File: src/rtl/mem_bus_arbiter.sv
// Two-master arbiter in front of a single-port memory slave: data-side priority with
// a fetch starvation guard, plus an owner-tag FIFO that steers in-order responses back.
module mem_bus_arbiter #(
    parameter int AW          = 32,
    parameter int DW          = 32,
    parameter int MAX_STREAK  = 4,
    parameter int OUTSTANDING = 2
) (
    input  logic            clk,
    input  logic            rst,
    input  logic            m0_req,
    input  logic [AW-1:0]   m0_addr,
    output logic            m0_gnt,
    output logic            m0_rvalid,
    output logic [DW-1:0]   m0_rdata,
    input  logic            m1_req,
    input  logic            m1_we,
    input  logic [AW-1:0]   m1_addr,
    input  logic [DW-1:0]   m1_wdata,
    input  logic [DW/8-1:0] m1_wstrb,
    output logic            m1_gnt,
    output logic            m1_rvalid,
    output logic [DW-1:0]   m1_rdata,
    output logic            s_req,
    output logic            s_we,
    output logic [AW-1:0]   s_addr,
    output logic [DW-1:0]   s_wdata,
    output logic [DW/8-1:0] s_wstrb,
    input  logic            s_gnt,
    input  logic            s_rvalid,
    input  logic [DW-1:0]   s_rdata,
    output logic            busy,
    output logic            err
);

    localparam int CW = $clog2(OUTSTANDING + 1);
    localparam int SW = $clog2(MAX_STREAK + 1);
    localparam logic [CW-1:0] CNT_MAX    = CW'(OUTSTANDING);
    localparam logic [SW-1:0] STREAK_MAX = SW'(MAX_STREAK);

    logic [CW-1:0]          count;
    logic [SW-1:0]          streak;
    logic [OUTSTANDING-1:0] tags;
    logic [OUTSTANDING-1:0] tags_shift;
    logic [OUTSTANDING-1:0] tags_nxt;
    logic [CW-1:0]          wr_idx;
    logic                   sel_m1;
    logic                   has_entry;
    logic                   accept;
    logic                   pop;

    function automatic logic [SW-1:0] streak_sat_inc(input logic [SW-1:0] cur);
        return (cur == STREAK_MAX) ? cur : cur + SW'(1);
    endfunction

    // Selection and request path: combinational, gated off while reset is held
    assign sel_m1    = m1_req && !(m0_req && (streak == STREAK_MAX));
    assign has_entry = (count != '0);
    assign s_req     = rst && (m0_req || m1_req) && (count < CNT_MAX);
    assign accept    = s_req && s_gnt;
    assign m0_gnt    = accept && !sel_m1;
    assign m1_gnt    = accept && sel_m1;

    assign s_addr  = sel_m1 ? m1_addr : m0_addr;
    assign s_we    = sel_m1 && m1_we;
    assign s_wdata = sel_m1 ? m1_wdata : '0;
    assign s_wstrb = sel_m1 ? m1_wstrb : '0;

    assign pop       = s_rvalid && has_entry;
    assign m0_rvalid = pop && !tags[0];
    assign m1_rvalid = pop && tags[0];
    assign m0_rdata  = s_rdata;
    assign m1_rdata  = s_rdata;
    assign busy      = has_entry;

    // Owner FIFO kept head-at-bit-0: a pop shifts down, a push lands just past the tail
    always_comb begin
        wr_idx     = pop ? (count - CW'(1)) : count;
        tags_shift = tags;
        for (int i = 0; i < OUTSTANDING - 1; i++) begin
            tags_shift[i] = tags[i+1];
        end
        tags_nxt = pop ? tags_shift : tags;
        for (int i = 0; i < OUTSTANDING; i++) begin
            if (accept && (wr_idx == CW'(i))) begin
                tags_nxt[i] = sel_m1;
            end
        end
    end

    always_ff @(posedge clk) begin
        tags <= tags_nxt;
    end

    always_ff @(posedge clk or negedge rst) begin
        if (!rst) begin
            count  <= '0;
            streak <= '0;
            err    <= 1'b0;
        end else begin
            case ({accept, pop})
                2'b10:   count <= count + CW'(1);
                2'b01:   count <= count - CW'(1);
                default: count <= count;
            endcase
            if (accept) begin
                streak <= (sel_m1 && m0_req) ? streak_sat_inc(streak) : '0;
            end
            if (s_rvalid && !has_entry) begin
                err <= 1'b1;
            end
        end
    end

endmodule

File: config.mk
export PLATFORM = sky130hd
export DESIGN_NAME = mem_bus_arbiter
export DESIGN_NICKNAME = d
export VERILOG_FILES = /design/src/rtl/mem_bus_arbiter.sv
export SDC_FILE = /design/constraint.sdc
export NUM_CORES = 1
export LEC_CHECK = 0
export CORE_AREA = 2 2 108 110
export CTS_CLUSTER_DIAMETER = 150
export DETAILED_ROUTE_END_ITERATION = 7
export DIE_AREA = 0 0 110 112
export PLACE_DENSITY = 0.63
export SETUP_SLACK_MARGIN = 0.05
export SYNTH_ARGS = -nofsm -noshare
export SYNTH_HDL_FRONTEND = slang
export SYNTH_SLANG_ARGS = --single-unit
File: constraint.sdc
create_clock -name clk -period 4.85 [get_ports clk]
set_input_delay 0.97 -clock clk [delete_from_list [all_inputs] [get_ports clk]]
set_output_delay 0.97 -clock clk [all_outputs]
set_load 0.01 [all_outputs]
==> impl_results.md, run 1 <==
* Simple-gate share of the synthesized area at 42.0%
* Post-Syn Area at between 1500 and 2000 um2
* Core Rows at 39
* Fmax achieved at about 0.25 GHz
* Actual slew at the worst max-slew pin at 0.566 ns
* Setup Buffers After CTS at 0
* Combinational share of power at approximately 60%
* Sw Ratio at about a third
* Pre-CTS WS at 0.752 ns
* Yosys cell types at 29
* Slew headroom at 62.2%
* PD cells at approximately 190 nW/um2
* H-tree Lvls at 1
* Maximum number of pins on one net before global-route repair at 42
* CTS Hold Bufs at 0
* Port Buffers at ~180
* Num CTS Buffers at 3
* Root Buffer: clkbuf_16
* Final setup viols at 0
* Flops & latches, synth at 8
* Area Growth Syn to Fin at 93.9%
* Avg Cell Area, Syn at around 6.3 um2
* Warnings, synthesis at 0
* Final WL at between 6000 and 7000 um
* CP Cell Sequence: clkdlybuf4s50_1 > nand3_1 > nand2_2 > inv_2 > nand2_1 > nand2_1 > clkdlybuf4s50_1
* Sequential share of power at around 17%
* Cell count after placement at roughly 500
* Ys flop type: dfrtp_1
* Total track usage at approximately 9.2%
* Critical Path RT at 3.88 ns
* Vias per cell at just under 4
* Die area at roughly 12,000 um2
* CP arrival at roughly 3.0 ns
* Final non-filler cell area at about 3200 um2
* Post_cts resized at 0
* IR drop worst, VDD at 0.113 mV
* Final Power at between 600 and 700 uW
* Worst setup SP type: input pin
* Path type of the worst min-delay path: reg -> reg
* Tcrit/Tclk final at roughly 83%
* Setup TNS at 0 ns
* CTS tree: built
* Hold Vio Cnt, Final at 0
* Number of synthesized flops with an enable pin at 2
* Via count at just over 2,000
* Initial core utilization at 14.7%
* Vias in the first global route at roughly 1,900
* DP Area at about 3100 um2
* Avg WL per Cell at roughly 12 um
* Xor and xnor fraction of the mapped netlist area at ~1.1%
* Status: completed
* Multiplexer share of the synthesized area at less than 1%
* Yosys top cell area share at 29.2%
* Critical path buffers and inverters at 3
* Largest family of logic cells by synthesized area: simple AND/OR/NAND/NOR gates
* First-pass GRT wire length at ~9200 um
* Seq/Total Area, Yosys at 12.8%
* Final Critical Period at 4.01 ns
* Post-synthesis compound-gate area fraction at about 5%
* Max-Cap Viols at 0
* Clk pin slew, worst setup/hold paths at about 0.04 ns
* Initial antenna violation count at 0
* Post-Syn Nets at a little over 400
* Top Ports at 279
* Ys async rst share at between 70 and 80%
* Switching pwr at between 150 and 200 uW
* Share of layout cells above drive strength 1 at 3.22%
* DRC viols at 0
* Synth top area cells: buf_4, nand2_1, and3_1
* CTS Buffer Depth at 2
* Slowest stage cell, crit path: clkdlybuf4s50_1
* Worst-Skew Late Latency at between 0.2 and 0.25 ns
* Core area at around 11,000 um2
* Gp weighted congestion at 0.689
* Worst path max stage delay at 0.53 ns
* Clk sinks at 8
* Die W at between 100 and 150 um
* Final design utilization at ~29%
* Synth area leader: buf_4
* Hold slack at 0.450 ns
* Syn Inst Count at 263
* Family with the most delay on the worst path: buffers and inverters
* Grt total ovfl at 0
* Pins Over Slew Limit at 0
* RSZ-0062 raised after global routing: false
* Hpwl dp at roughly 5300 um
* First-pass DRT Iterations at 4
* DRT antenna net count at 0
* Diode count at 0
* Worst Path Max Fanout at 35
* Clock Skews at 0.00448 ns
* Height of the die at ~110 um
* Detailed Route Iter0 Violations at 46
* Lkg Pwr at approximately 1.5 nW
* Min setup slack post-route at between 0.8 and 0.9 ns
* CP endpoint kind: primary output
* Clock Power Share at a little under a quarter
* Int Pwr at ~420 uW
* Adder-cell share of the synthesized area at just over 3%
* Final Non-Filler Cells at 516
* CP Class: in -> out
* Nets at 517
worst reg2reg max path, stage by stage, from the launching register on:
cell and delay [ns]:
dfrtp_1 0.42, inv_1 0.10, ha_1 0.24, nand2b_4 0.17, inv_1 0.10, nand3_1 0.09
a21oi_1 0.15, mux2_2 0.35
metal layers:
layer	routed length [um]	vias up	global-route usage [%]
met2	3180	147	16.9
met5	0	-	0
met4	102	0	2.95
li1	-	993	-
met3	897	14	3.51
met1	2170	865	9.51
cells in the mapped netlist (2+ instances only):
master,number
nor2_1,3
a21oi_1,2
and3_1,37
dfrtp_1,6
xnor2_1,2
edfxtp_1,2
clkbuf_2,2
buf_4,64
o21ai_0,2
nand2_1,99
a21o_1,3
inv_1,5
buf_2,8
ha_1,4
inv_2,2
clkbuf_1,4
nand3_1,6
power by group through the flow:
stage          Combinational (mW)  Sequential, mW  Clock, mW
5_1_grt                     0.397           0.106      0.152
3_3_place_gp                0.361           0.103          0
3_5_place_dp                0.368           0.104          0
4_1_cts                     0.371           0.103      0.147
6_report                    0.365           0.104      0.144
2_1_floorplan               0.219           0.100          0
path summary, 6_finish.rpt:
check	startpoint	depth (start not counted)	endpoint	slack (ns)
max reg2reg	count[0]$_DFFE_PN0P_	7	tags[0]$_DFFE_PP_	3.00
min	err$_DFFE_PN0P_	1	err$_DFFE_PN0P_	0.45
max in group asynchronous	rst	1	err$_DFFE_PN0P_	3.57
min in group asynchronous	rst	1	streak[0]$_DFFE_PN0P_	1.02
min reg2reg	err$_DFFE_PN0P_	1	err$_DFFE_PN0P_	0.45
max	m0_req	7	s_addr[18]	0.84
flip-flops by register name, indices dropped and copies added (netlist names):
signal,cells
streak,3
count,2
tags,2
err,1
kinds of logic after synthesis:
logic type,after synthesis
buffers and inverters,86
AOI/OAI and AO/OA,11
muxes,1
xor gates and xnor gates,2
adders and majority gates,4
and+or+nand+nor,151
DFF,8
cell type report:
cell class | count | area, um2
Fill cell | 1212 | 7980
Timing Repair Buffer | 185 | 1840
Multi-Input combinational cell | 169 | 852
Sequential cell | 8 | 210
Tap cell | 143 | 179
Clock buffer | 4 | 78.8
Inverter | 7 | 26.3
placed cells by master (no fill, tap or decap), drive strengths merged, types with 2 or more instances in the layout:
cell type      synthesis  routed
buf                   73       3
o21ai                  2       2
xnor2                  2       2
inv                    7       7
and3                  37      37
a21oi                  2       2
nand2                100     100
nor2                   3       3
nand3                  6       6
a21o                   3       3
dfrtp                  6       6
clkdlybuf4s50          0     182
clkbuf                 6       4
ha                     4       4
edfxtp                 2       2
(Power assumes the default switching activity.)
==> run 2: changes to the inputs <==
--- a/config.mk
+++ b/config.mk
@@ -5,11 +5,11 @@
 export SDC_FILE = /design/constraint.sdc
 export NUM_CORES = 1
 export LEC_CHECK = 0
-export CORE_AREA = 2 2 108 110
+export CORE_AREA = 2 2 109 111
 export CTS_CLUSTER_DIAMETER = 150
 export DETAILED_ROUTE_END_ITERATION = 7
-export DIE_AREA = 0 0 110 112
-export PLACE_DENSITY = 0.63
+export DIE_AREA = 0 0 111 113
+export PLACE_DENSITY = 0.64
 export SETUP_SLACK_MARGIN = 0.05
 export SYNTH_ARGS = -nofsm -noshare
 export SYNTH_HDL_FRONTEND = slang
==> constraint.sdc (replaced) <==
create_clock -name clk -period 3.45 [get_ports clk]
set_input_delay 0.69 -clock clk [delete_from_list [all_inputs] [get_ports clk]]
set_output_delay 0.69 -clock clk [all_outputs]
set_load 0.01 [all_outputs]
==> run 2 against run 1 <==
  * Worst hold slack gained 0.0083 ns
  * Critical path depth is the same
  * Clock-buffer cell count did not move
  * Power grew 42%
  * Global-route usage is 0.69 points higher
  * Critical endpoint is now s_addr[5]
  * Highest routed layer unchanged
==> impl_results.md, run 2 (synthesized netlist as in run 1, its figures left out) <==
* Max-Cap Viols at 0 (unchanged)
* Critical Path RT at 2.76 ns (-1.12 ns)
* IR drop worst, VDD at 0.279 mV (+150%)
* Final setup viols at 0 (unchanged)
* Min setup slack post-route at 0.283 ns (-0.555 ns)
* Hold_sp: err$_DFFE_PN0P_
* Setup TNS at 0 ns (unchanged)
* Hpwl dp at 5840 um (+11%)
* Clock Skews at 0.00361 ns (-0.000866 ns)
* PD cells at 267 nW/um2 (+39%)
* RSZ-0062 raised after global routing: false
* Final design utilization at 28.9% (+0.31 points)
* CTS Hold Bufs at 0 (unchanged)
* Clk sinks at 8 (unchanged)
* Worst R2R Start: count[0]$_DFFE_PN0P_
* DRC viols at 0 (unchanged)
* Diode count at 0 (unchanged)
* Final non-filler cell area at 3250 um2 (+2.0%)
* Num CTS Buffers at 3 (unchanged)
* Status: completed
* Hold Vio Cnt, Final at 0 (unchanged)
* Worst-Skew Late Latency at 0.23 ns (about the same)
* First-pass GRT wire length at 10,300 um (+12%)
* Detailed Route Iter0 Violations at 59 (+28%)
* Tcrit/Tclk final at 91.8%
* CP endpoint kind: primary output
* Largest registers: streak: 3 flops, count: 2 flops, tags: 2 flops
* Maximum number of pins on one net before global-route repair at 38 (-9.5%)
* Height of the die at 113 um (+0.89%)
* Die W at 111 um (+0.91%)
* Biggest register: streak
* CP arrival at 2.48 ns (-0.56 ns)
* Post_cts resized at 0 (unchanged)
* Final Power at 869 uW (+42%)
* Via count at 2,017 (-0.099%)
* Worst path max stage delay at 0.61 ns (+0.08 ns)
* CP Cell Sequence: clkdlybuf4s50_1 > nand2_2 > inv_2 > buf_12 > nand2_1 > nand2_1 > clkdlybuf4s50_1
* Top Ports at 279 (unchanged)
* CTS Buffer Depth at 2 (unchanged)
* Initial core utilization at 14.6% (-0.13 points)
* Share of layout cells above drive strength 1 at 4.50% (+1.3 points)
* Vias in the first global route at 1,907 (-0.16%)
* DRT antenna net count at 0 (unchanged)
* Cell count after placement at 517 (+0.98%)
* Fmax achieved at between 0.3 and 0.4 GHz
* Worst Path Max Fanout at 35 (unchanged)
* Actual slew at the worst max-slew pin at 0.276 ns (-0.290 ns)
* Final Critical Period at between 3 and 4 ns
* Nets at 522 (+0.97%)
* CP Class: in -> out
* Avg WL per Cell at 13.3 um (+7.9%)
* Total track usage at 9.93% (+0.69 points)
* Pre-CTS WS at 0.246 ns (-0.506 ns)
* Port Buffers at 182 (unchanged)
* DP Area at 3170 um2 (+2.0%)
* Commonest non-fill, non-tap cell in the layout: clkdlybuf4s50_1
* First-pass DRT Iterations at 4 (unchanged)
* Slew headroom at 81.6% (+19 points)
* Initial antenna violation count at 0 (unchanged)
* Gp weighted congestion at 0.818 (+19%)
* Final Non-Filler Cells at 521 (+0.97%)
* Largest register FFs at 3 (unchanged)
* Final WL at 6920 um (+8.9%)
* Grt total ovfl at 0 (unchanged)
* CTS tree: built
* Clk pin slew, worst setup/hold paths at 0.04 ns (about the same)
* Hold slack at 0.459 ns (+0.00832 ns)
* Core area at 11,300 um2 (+0.87%)
* Path type of the worst min-delay path: reg -> reg
* Lkg Pwr at 1.49 nW (+2.2%)
* Worst setup SP type: input pin
* H-tree Lvls at 1 (unchanged)
* CP Launch Point: m1_req
* Setup Buffers After CTS at 0 (unchanged)
* Die area at 12,500 um2 (+1.8%)
* Slowest stage cell, crit path: clkdlybuf4s50_1
* Most frequent cells in the layout: clkdlybuf4s50_1, nand2_1, and3_1
* Core Rows at 39 (unchanged)
* Vias per cell at 3.87 (-1.1%)
* Root Buffer: clkbuf_16
* Pins Over Slew Limit at 0 (unchanged)
* Area Growth Syn to Fin at 97.7%
==> run 2: cell types whose count changed in the layout (fill, tap and decap cells not counted), sizes merged <==
cell  previous run  this run
buf              3         8
==> run 2: power breakdown <==
part	total, mW	internal (mW)	switching, mW
combinational	0.527	0.319	0.208
clock	0.197	0.154	0.0436
sequential	0.145	0.123	0.0223
==> run 2: area by class of cell <==
class	instances	area (um2)
clock buffers	4	78.8
fillers	1193	8020
inverters	7	26.3
multi-input cells	169	852
flip-flops and latches	8	210
well taps	143	179
repair buffers	190	1910
==> run 2: per-layer routing <==
| layer | vias to the layer above | part of all wire [%] | track usage [%] |
|---|---|---|---|
| li1 | 1004 | - | - |
| met1 | 884 | 39 | 12.2 |
| met2 | 118 | 50 | 17.5 |
| met3 | 11 | 9.6 | 3.11 |
| met4 | 0 | 0.95 | 1.42 |
| met5 | - | 0 | 0 |
==> run 2: final timing paths <==
check	endpoint	slack, ns	depth (start not counted)
max	s_addr[5]	0.28	7
min	err$_DFFE_PN0P_	0.46	1
max reg2reg	tags[0]$_DFFE_PP_	1.57	7
min reg2reg	err$_DFFE_PN0P_	0.46	1
max in group asynchronous	count[0]$_DFFE_PN0P_	2.51	2
min in group asynchronous	count[1]$_DFFE_PN0P_	0.82	2
==> run 2: worst max-delay path, delay by kind of cell <==
family                 cells  cell delay (ns)
buffers and inverters      4             1.43
AND/OR/NAND/NOR            3             0.33
